===== src/rtl/aes_dram_cmd_sequencer_if.sv =====
// Byte-link and AES core signal bundle for aes_dram_cmd_sequencer.
// master = sequencer side, slave = link/core side.
interface aes_dram_cmd_sequencer_if;
  logic [7:0]   RX_DATA;
  logic         RX_VLD;
  logic [7:0]   TX_DATA;
  logic         TX_VLD;
  logic         TX_RDY;
  logic [127:0] KIN_AES;
  logic [127:0] DIN_AES;
  logic         KDRDY_AES;
  logic         EN_AES;
  logic         RSTN_AES;
  logic         BSY_AES;
  logic         KVLD_AES;
  logic         DVLD_AES;
  logic [127:0] DOUT_AES;
  logic         KEY_LOADED;
  logic         ERR;

  modport master (
    input  RX_DATA, RX_VLD, TX_RDY,
    input  BSY_AES, KVLD_AES, DVLD_AES, DOUT_AES,
    output TX_DATA, TX_VLD,
    output KIN_AES, DIN_AES, KDRDY_AES, EN_AES,
    output RSTN_AES, KEY_LOADED, ERR
  );

  modport slave (
    output RX_DATA, RX_VLD, TX_RDY,
    output BSY_AES, KVLD_AES, DVLD_AES, DOUT_AES,
    input  TX_DATA, TX_VLD,
    input  KIN_AES, DIN_AES, KDRDY_AES, EN_AES,
    input  RSTN_AES, KEY_LOADED, ERR
  );
endinterface


===== src/rtl/aes_dram_cmd_sequencer.sv =====
// UART byte-stream command sequencer for the AES_DRAM_Top core.
// Optional watchdog: define AES_SEQ_TIMEOUT_EN.
module aes_dram_cmd_sequencer #(
  parameter logic [7:0] CMD_KEY = 8'h4B,
  parameter logic [7:0] CMD_ENC = 8'h45,
  parameter int RST_HOLD = 4,
  parameter int TIMEOUT_CYC = 4096
) (
  input logic CLK,
  input logic RST,
  aes_dram_cmd_sequencer_if.master io
);

  typedef enum logic [3:0] {
    IDLE, RX_KEY, KEY_REQ, KEY_WAIT,
    RX_PT, ENC_REQ, ENC_WAIT, TX_CT, TX_ACK
  } state_t;

  state_t state_q, state_d;
  logic [7:0]   hold_q, hold_d;
  logic         rstn_q, rstn_d;
  logic [127:0] sh_q, sh_d;
  logic [3:0]   cnt_q, cnt_d;
  logic [127:0] kin_q, kin_d;
  logic [127:0] din_q, din_d;
  logic         kdrdy_q, kdrdy_d;
  logic         en_q, en_d;
  logic         tx_vld_q, tx_vld_d;
  logic [7:0]   tx_data_q, tx_data_d;
  logic         key_q, key_d;
  logic         err_q, err_d;
`ifdef AES_SEQ_TIMEOUT_EN
  logic [15:0]  wd_q, wd_d;
`endif

  logic         rx_ok;
  logic         tx_acc;
  logic [127:0] rx_word;

  assign rx_ok   = io.RX_VLD & rstn_q;
  assign tx_acc  = tx_vld_q & io.TX_RDY;
  assign rx_word = {sh_q[119:0], io.RX_DATA};

  always_comb begin
    state_d   = state_q;
    hold_d    = hold_q;
    rstn_d    = rstn_q;
    sh_d      = sh_q;
    cnt_d     = cnt_q;
    kin_d     = kin_q;
    din_d     = din_q;
    kdrdy_d   = 1'b0;
    en_d      = 1'b0;
    tx_vld_d  = tx_vld_q;
    tx_data_d = tx_data_q;
    key_d     = key_q;
    err_d     = 1'b0;

    if (!rstn_q) begin
      hold_d = hold_q + 8'd1;
      rstn_d = (hold_q == 8'(RST_HOLD));
    end

    unique case (state_q)
      IDLE: begin
        if (rx_ok) begin
          cnt_d = 4'd0;
          if (io.RX_DATA == CMD_KEY)
            state_d = RX_KEY;
          else if (io.RX_DATA == CMD_ENC)
            state_d = RX_PT;
          else
            err_d = 1'b1;
        end
      end
      RX_KEY: begin
        if (rx_ok) begin
          sh_d  = rx_word;
          cnt_d = cnt_q + 4'd1;
          if (cnt_q == 4'hF) begin
            kin_d = rx_word;
            if (!io.BSY_AES) begin
              kdrdy_d = 1'b1;
              state_d = KEY_WAIT;
            end else begin
              state_d = KEY_REQ;
            end
          end
        end
      end
      KEY_REQ: begin
        if (!io.BSY_AES) begin
          kdrdy_d = 1'b1;
          state_d = KEY_WAIT;
        end
      end
      KEY_WAIT: begin
        if (io.KVLD_AES) begin
          key_d     = 1'b1;
          tx_data_d = 8'h06;
          tx_vld_d  = 1'b1;
          state_d   = TX_ACK;
        end
      end
      RX_PT: begin
        if (rx_ok) begin
          sh_d  = rx_word;
          cnt_d = cnt_q + 4'd1;
          if (cnt_q == 4'hF) begin
            din_d = rx_word;
            if (!key_q) begin
              tx_data_d = 8'hEE;
              tx_vld_d  = 1'b1;
              err_d     = 1'b1;
              state_d   = TX_ACK;
            end else if (!io.BSY_AES) begin
              en_d    = 1'b1;
              state_d = ENC_WAIT;
            end else begin
              state_d = ENC_REQ;
            end
          end
        end
      end
      ENC_REQ: begin
        if (!io.BSY_AES) begin
          en_d    = 1'b1;
          state_d = ENC_WAIT;
        end
      end
      ENC_WAIT: begin
        if (io.DVLD_AES) begin
          tx_data_d = io.DOUT_AES[127:120];
          sh_d      = {io.DOUT_AES[119:0], 8'h00};
          cnt_d     = 4'd0;
          tx_vld_d  = 1'b1;
          state_d   = TX_CT;
        end
      end
      TX_CT: begin
        if (tx_acc) begin
          cnt_d     = cnt_q + 4'd1;
          tx_data_d = sh_q[127:120];
          sh_d      = {sh_q[119:0], 8'h00};
          if (cnt_q == 4'hF) begin
            tx_vld_d = 1'b0;
            state_d  = IDLE;
          end
        end
      end
      TX_ACK: begin
        if (tx_acc) begin
          tx_vld_d = 1'b0;
          state_d  = IDLE;
        end
      end
      default: state_d = IDLE;
    endcase

`ifdef AES_SEQ_TIMEOUT_EN
    wd_d = 16'd0;
    if (state_q inside {KEY_REQ, KEY_WAIT, ENC_REQ, ENC_WAIT}) begin
      wd_d = wd_q + 16'd1;
      if (wd_q == 16'(TIMEOUT_CYC - 1)) begin
        wd_d      = 16'd0;
        hold_d    = 8'd1;
        rstn_d    = 1'b0;
        key_d     = 1'b0;
        err_d     = 1'b1;
        kdrdy_d   = 1'b0;
        en_d      = 1'b0;
        tx_data_d = 8'hEE;
        tx_vld_d  = 1'b1;
        state_d   = TX_ACK;
      end
    end
`endif
  end

  always_ff @(posedge CLK or posedge RST) begin
    if (RST) begin
      state_q   <= IDLE;
      hold_q    <= 8'd0;
      rstn_q    <= 1'b0;
      sh_q      <= '0;
      cnt_q     <= 4'd0;
      kin_q     <= '0;
      din_q     <= '0;
      kdrdy_q   <= 1'b0;
      en_q      <= 1'b0;
      tx_vld_q  <= 1'b0;
      tx_data_q <= 8'h00;
      key_q     <= 1'b0;
      err_q     <= 1'b0;
`ifdef AES_SEQ_TIMEOUT_EN
      wd_q      <= 16'd0;
`endif
    end else begin
      state_q   <= state_d;
      hold_q    <= hold_d;
      rstn_q    <= rstn_d;
      sh_q      <= sh_d;
      cnt_q     <= cnt_d;
      kin_q     <= kin_d;
      din_q     <= din_d;
      kdrdy_q   <= kdrdy_d;
      en_q      <= en_d;
      tx_vld_q  <= tx_vld_d;
      tx_data_q <= tx_data_d;
      key_q     <= key_d;
      err_q     <= err_d;
`ifdef AES_SEQ_TIMEOUT_EN
      wd_q      <= wd_d;
`endif
    end
  end

  assign io.TX_DATA    = tx_data_q;
  assign io.TX_VLD     = tx_vld_q;
  assign io.KIN_AES    = kin_q;
  assign io.DIN_AES    = din_q;
  assign io.KDRDY_AES  = kdrdy_q;
  assign io.EN_AES     = en_q;
  assign io.RSTN_AES   = rstn_q;
  assign io.KEY_LOADED = key_q;
  assign io.ERR        = err_q;

endmodule

===== src/flat_wrapper.sv =====
// flat-port wrapper written by rule: the top's interface ports become plain ports
module aes_dram_cmd_sequencer_flat 
#(
  parameter logic [7:0] CMD_KEY = 8'h4B,
  parameter logic [7:0] CMD_ENC = 8'h45,
  parameter int RST_HOLD = 4,
  parameter int TIMEOUT_CYC = 4096
)
  (CLK, RST, io_RX_DATA, io_RX_VLD, io_TX_RDY, io_BSY_AES, io_KVLD_AES, io_DVLD_AES, io_DOUT_AES, io_TX_DATA, io_TX_VLD, io_KIN_AES, io_DIN_AES, io_KDRDY_AES, io_EN_AES, io_RSTN_AES, io_KEY_LOADED, io_ERR);
  aes_dram_cmd_sequencer_if io_i ();
  input logic CLK;
  input logic RST;
  input wire logic [$bits(io_i.RX_DATA)-1:0] io_RX_DATA;
  input wire logic [$bits(io_i.RX_VLD)-1:0] io_RX_VLD;
  input wire logic [$bits(io_i.TX_RDY)-1:0] io_TX_RDY;
  input wire logic [$bits(io_i.BSY_AES)-1:0] io_BSY_AES;
  input wire logic [$bits(io_i.KVLD_AES)-1:0] io_KVLD_AES;
  input wire logic [$bits(io_i.DVLD_AES)-1:0] io_DVLD_AES;
  input wire logic [$bits(io_i.DOUT_AES)-1:0] io_DOUT_AES;
  output wire logic [$bits(io_i.TX_DATA)-1:0] io_TX_DATA;
  output wire logic [$bits(io_i.TX_VLD)-1:0] io_TX_VLD;
  output wire logic [$bits(io_i.KIN_AES)-1:0] io_KIN_AES;
  output wire logic [$bits(io_i.DIN_AES)-1:0] io_DIN_AES;
  output wire logic [$bits(io_i.KDRDY_AES)-1:0] io_KDRDY_AES;
  output wire logic [$bits(io_i.EN_AES)-1:0] io_EN_AES;
  output wire logic [$bits(io_i.RSTN_AES)-1:0] io_RSTN_AES;
  output wire logic [$bits(io_i.KEY_LOADED)-1:0] io_KEY_LOADED;
  output wire logic [$bits(io_i.ERR)-1:0] io_ERR;
  assign io_i.RX_DATA = io_RX_DATA;
  assign io_i.RX_VLD = io_RX_VLD;
  assign io_i.TX_RDY = io_TX_RDY;
  assign io_i.BSY_AES = io_BSY_AES;
  assign io_i.KVLD_AES = io_KVLD_AES;
  assign io_i.DVLD_AES = io_DVLD_AES;
  assign io_i.DOUT_AES = io_DOUT_AES;
  assign io_TX_DATA = io_i.TX_DATA;
  assign io_TX_VLD = io_i.TX_VLD;
  assign io_KIN_AES = io_i.KIN_AES;
  assign io_DIN_AES = io_i.DIN_AES;
  assign io_KDRDY_AES = io_i.KDRDY_AES;
  assign io_EN_AES = io_i.EN_AES;
  assign io_RSTN_AES = io_i.RSTN_AES;
  assign io_KEY_LOADED = io_i.KEY_LOADED;
  assign io_ERR = io_i.ERR;
  aes_dram_cmd_sequencer #(.CMD_KEY(CMD_KEY), .CMD_ENC(CMD_ENC), .RST_HOLD(RST_HOLD), .TIMEOUT_CYC(TIMEOUT_CYC)) u_core (.CLK(CLK), .RST(RST), .io(io_i));
endmodule

===== config.mk =====
export PLATFORM = sky130hd
export DESIGN_NAME = aes_dram_cmd_sequencer_flat
export DESIGN_NICKNAME = d
export VERILOG_FILES = /design/src/rtl/aes_dram_cmd_sequencer_if.sv /design/src/rtl/aes_dram_cmd_sequencer.sv /design/src/flat_wrapper.sv
export SDC_FILE = /design/constraint.sdc
export NUM_CORES = 1
export LEC_CHECK = 0
export CELL_PAD_IN_SITES_DETAIL_PLACEMENT = 1
export CELL_PAD_IN_SITES_GLOBAL_PLACEMENT = 2
export CORE_MARGIN = 4
export CORE_UTILIZATION = 30
export CTS_CLUSTER_SIZE = 40
export DETAILED_ROUTE_END_ITERATION = 16
export PLACE_DENSITY = 0.8
export SYNTH_ARGS = -nofsm -noshare
export SYNTH_HDL_FRONTEND = slang
export SYNTH_SLANG_ARGS = --single-unit

===== constraint.sdc =====
create_clock -name CLK -period 19.7 [get_ports CLK]
set_input_delay 4.925 -clock CLK [delete_from_list [all_inputs] [get_ports CLK]]
set_output_delay 4.925 -clock CLK [all_outputs]
set_load 0.01 [all_outputs]

# Yosys cells after proc, flatten, opt, wreduce, memory -nomap -nowiden
# Index checks and enable logic that the tools add are counted.
[totals]
in_bits = 143
ff_bits = 414
output_inout_bits = 270
wordCells = 117
[op_classes]
n_addsub = 2
muxes = 59
reduce_logical = 14
bitwise = 2
n_eq_ne = 27
[ops]
columns = ["operator", "count"]
rows = [
  ["two-way mux 128 bit", 3],
  ["one-hot mux 128 bit (3 select lines)", 1],
  ["two-way mux 4 bit", 19],
  ["two-way mux 8 bit", 6],
  ["one-hot mux 4 bit (9 select lines)", 1],
  ["one-hot mux 8 bit (4 select lines)", 1],
  ["two-way mux 1 bit", 22],
  ["!= test 2 x 1 -> 1 bit, second input constant", 9],
  ["equality test 4 x 3 -> 1 bit, second input constant", 4],
  ["equality test 8 x 7 -> 1 bit, second input constant", 2],
  ["one-hot mux 4 bit (4 select lines)", 1],
  ["AND reduction 13 bit", 1],
  ["!= test 2 bit, second input constant", 5],
  ["AND reduction 9 bit", 1],
  ["adder 8 x 1 -> 8 bit, second input constant", 1],
  ["equality test 4 x 2 -> 1 bit, second input constant", 2],
  ["equality test 4 bit, second input constant", 2],
  ["equality test 8 x 3 -> 1 bit, second input constant", 1],
  ["nonzero test 4 bit", 2],
  ["AND reduction 7 bit", 1],
  ["one-hot mux 1 bit (2 select lines)", 3],
  ["AND reduction 3 bit", 2],
  ["one-hot mux 1 bit (5 select lines)", 1],
  ["AND reduction 5 bit", 1],
  ["11 further kinds", 12],
]

# Logic depth before layout (Yosys ltp)
[logic_depth]
depth_word = 5
depth_mapped = 10

# Least setup slack after synthesis
# Ideal clock, no wire load.
[synth_path]
path_type = "in2reg"
from = "input port io_RX_DATA[5]"
to = "register u_core.state_q[0]"
setup_time_ps = 125
path_buffers = 0
arrival_ps = 6087
slack_ps = 13489
required_ps = 19575
stages = 4
path_cell_list = "nor4b_1 > a31oi_1 > nor3_2 > mux2_2"
[synth_via]
elab_chain_len = 4
word_cells_on_any_way = 7
cone_classes = "3 x eq/ne; 3 x mux; 1 x reduce/logical"
[synth_rtl]
columns = ["element", "line", "source"]
rows = [
  ["from (decl)", "flat_wrapper.sv:13", "input wire logic [$bits(io_i.RX_DATA)-1:0] io_RX_DATA;"],
  ["equality test 8 x 7 -> 1 bit", "aes_dram_cmd_sequencer.sv:68", "if (io.RX_DATA == CMD_KEY)"],
  ["two-way mux 4 bit", "aes_dram_cmd_sequencer.sv:68", ""],
  ["two-way mux 4 bit", "aes_dram_cmd_sequencer.sv:66", "if (rx_ok) begin"],
  ["one-hot mux 4 bit (9 select lines)", "aes_dram_cmd_sequencer.sv:64", "unique case (state_q)"],
  ["to (signal assigned)", "aes_dram_cmd_sequencer.sv:199", "state_q <= state_d;"],
  ["to (decl)", "aes_dram_cmd_sequencer.sv:19", "state_t state_q, state_d;"],
]
# Parallel ways exist; a longest one is shown, timed or not. The select of a mux whose other input is x is not followed.
# A chain may end at the register's enable or synchronous reset.

# Worst setup path after layout
[layout_path]
from = "input port io_RX_VLD"
to = "register u_core.kin_q[87] (netlist: u_core.io.KIN_AES[87])"
[layout_via]
elab_chain_len = 2
[layout_rtl]
columns = ["element", "line", "source"]
rows = [
  ["from (decl)", "flat_wrapper.sv:14", "input wire logic [$bits(io_i.RX_VLD)-1:0] io_RX_VLD;"],
  ["AND 1 bit", "aes_dram_cmd_sequencer.sv:40", "assign rx_ok = io.RX_VLD & rstn_q;"],
  ["AND reduction 3 bit (no source line)", "--", ""],
  ["to (signal assigned)", "aes_dram_cmd_sequencer.sv:204", "kin_q <= kin_d;"],
  ["to (decl)", "aes_dram_cmd_sequencer.sv:24", "logic [127:0] kin_q, kin_d;"],
]
# Every way passes these cells.

==> impl_metrics.yaml <==
placement:
  hpwl_um: 37100
  dp_worst_setup_slack_ps: 11410
  placed_area_mm2: 0.0218
  placed_cells: 2406
  place_congestion: 0.795
  numPortBuffers: 412
worst_setup_path:
  r2r_setup_slack_ps: 15620
  setup.worst_path.class: "in -> reg"
  end_kind: "flop"
  ff2ff_path_depth: 8
  crit_required_ps: 20150
  setup.worst_path.start: "io_RX_VLD"
  critPathLaunchType: "input port"
  arrival_ps: 8110
  critPathCapture: "u_core.io.KIN_AES[87]"
  r2r-start: "u_core.state_q[0]"
  path_max_fanout: 74
  worstReg2RegEnd: "u_core.sh_q[118]"
timing:
  finalCritPeriodShare: 0.389
  grt_setup_unrepaired: "no"
  timing.hold.ws_ps: 490
  slew-limit-headroom: 0.244
  setup_viol: 0
  hold_viol: 0
  finalCriticalPeriod_ps: 7670
  tightest_slew_ps: 1130
  finClkSkew_ps: 14.1
  drv_slew: 0
  timing.fmax_ghz: 0.130
  setup_slack_ps: 12030
  finalSetupTns_ps: 0
floorplanning:
  die_area_mm2: 0.0611
  io_pins: 413
  start_util: 0.304
  chipHeight_um: 247
  die_w_um: 247
  num_rows: 87
  core_region_area_mm2: 0.0565
logic_synthesis:
  syn_nets: 1458
  synth_ff_type: "dfrtp_1"
  synth_area_leaders: "dfrtp_1 (60%), mux2_2 (17%), mux2i_1 (6.8%)"
  ys_ff_latch: 414
  yosysTopAreaCell: "dfrtp_1"
  synth_edf_count: 0
  synth_area_per_cell_um2: 13.1
  netlist.area_leader.share: 0.604
  syn-cell-area_mm2: 0.0172
  ys_seq_area_frac: 0.604
  synth_cells: 1312
  yosysMostFrequentCell: "dfrtp_1"
  synth_common_cells: "dfrtp_1 (414), mux2_2 (254), nor2_1 (147), a21oi_1 (141), mux2i_1 (116)"
  ys_async_sr_fraction: 1.00
  synth_cell_type_count: 55
  yosysWarningCount: 0
clock_tree:
  path_clk_slew_ps: 60
  cts_resized: 0
  hold_buffers: 0
  cts-root-buf: "clkbuf_16"
  clock_path_buffers: 3
  numCtsBuffers: 47
  h-tree-depth: 2
  cts_num_sinks: 414
  tritoncts: "done"
  clk_latency_ps: 570
  post_cts_buffers: 0
finish:
  finalInstanceArea_mm2: 0.0234
  fin_nets: 1845
  n_fill_cell: 5893
  drive_above_1_share: 0.201
  regArea_mm2: 0.0104
  final_cell_count_no_fill: 2494
  multi_input_area_mm2: 0.00624
  post-route-util: 0.414
  syn_to_final_growth_pct: 36.2
routing:
  via_count: 11800
  drt-total-wl_um: 54100
  antenna_left: 0
  first_pass_iters: 4
  via_per_inst: 4.75
  drtIter0Drc: 493
  drc_errors: 0
  wire_per_inst_um: 21.7
run:
  drv_cap: 0
power:
  p_total_mw: 2.65
  switchingPower_mw: 0.910
  p_seq_frac: 0.425
  p_per_area_mw_per_mm2: 113
  clock_power_share: 0.331
  max-vdd-ir-drop_v: 0.0000741
  p_leak_nw: 10.1
  p_sw_frac: 0.344
  intPower_mw: 1.74
  combinationalPowerShare: 0.244
hold_path:
  hp-class: "reg -> reg"
  hp-start: "u_core.io.KIN_AES[14]"
global_routing:
  antenna_found_initial: 5
  grt_max_degree: 130
  grt_pass1_wl_um: 81900
  grt.total_usage: 0.173
  grt_pass1_vias: 13200
  overflow: 0
outcome:
  status: "complete, no violations"
==> kinds of logic (layout without fill, tap and decap cells) <==
family	after synthesis	after routing	synth area share
xor gates and xnor gates	10	10	0.00510
DFF	414	414	0.604
buffers and inverters	98	519	0.0351
muxes	371	371	0.235
and+or+nand+nor	227	227	0.0578
adders and majority gates	3	3	0.00219
AOI/OAI and AO/OA	189	189	0.0611
other	0	5	0
==> layout make-up <==
type,count,share of cell area
flip-flops and latches,414,0.443
multi-input cells,800,0.267
repair buffers,423,0.180
clock buffers,73,0.0610
well taps,756,0.0405
clock inverters,10,0.00519
inverters,13,0.00241
diodes,5,0.000535
==> registers in the layout, indices dropped and copies added, names as in the netlist, 4 cells and up <==
name,flops
u_core.io.DIN_AES,128
u_core.hold_q,8
u_core.io.TX_DATA,8
u_core.cnt_q,4
u_core.state_q,4
u_core.sh_q,128
u_core.io.KIN_AES,128
==> per-layer routing <==
layer  share of wire  track usage  vias to the layer above  wire length [µm]
met5         0.00048            0                        -                26
met2            0.48        0.288                      314             25900
met4           0.017       0.0425                        4               934
met1            0.41        0.209                     6085             22200
li1                -            -                     5372                 -
met3           0.092       0.0693                       65              5000
==> power groups by stage <==
| stage | Sequential [mW] | Clock [mW] | Combinational, mW |
|---|---|---|---|
| after global routing | 1.14 | 0.945 | 0.728 |
| after global placement | 1.13 | 0 | 0.631 |
| final | 1.13 | 0.877 | 0.647 |
| after floorplan | 1.06 | 0 | 0.517 |
| after detailed placement | 1.14 | 0 | 0.657 |
| after CTS | 1.13 | 0.910 | 0.661 |
==> worst min path at each step <==
stage | slack, ps | to | cells after the start
after floorplan | 450 | u_core.hold_q[7] | 1
after global placement | 470 | u_core.hold_q[7] | 1
after detailed placement | 470 | u_core.hold_q[7] | 1
after CTS | 490 | u_core.hold_q[7] | 1
after global routing | 500 | u_core.hold_q[7] | 1
final | 490 | u_core.io.KIN_AES[14] | 2
==> cells in the final DEF, fill, tap and decap left out, types with 4 or more instances in the layout <==
cell type / instances
clkdlybuf4s50_1: 412
nand3_1: 16
xnor2_1: 5
clkinv_2: 4
nand2b_1: 8
nor3_1: 5
clkbuf_16: 48
mux2_2: 254
nand2_1: 27
clkbuf_8: 13
dfrtp_1: 414
a22o_1: 5
a21oi_1: 141
diode_2: 5
nor2_1: 147
o21ai_0: 20
mux2i_1: 116
xor2_1: 5
buf_4: 10
clkbuf_1: 12
inv_1: 12
==> critical path, cell delays in order <==
cell,delay [ps]
clkdlybuf4s50_1,500
nand2_1,140
nor2_1,340
nand3_4,900
buf_4,790
mux2_2,420
Power figures use the tool's default switching activity.
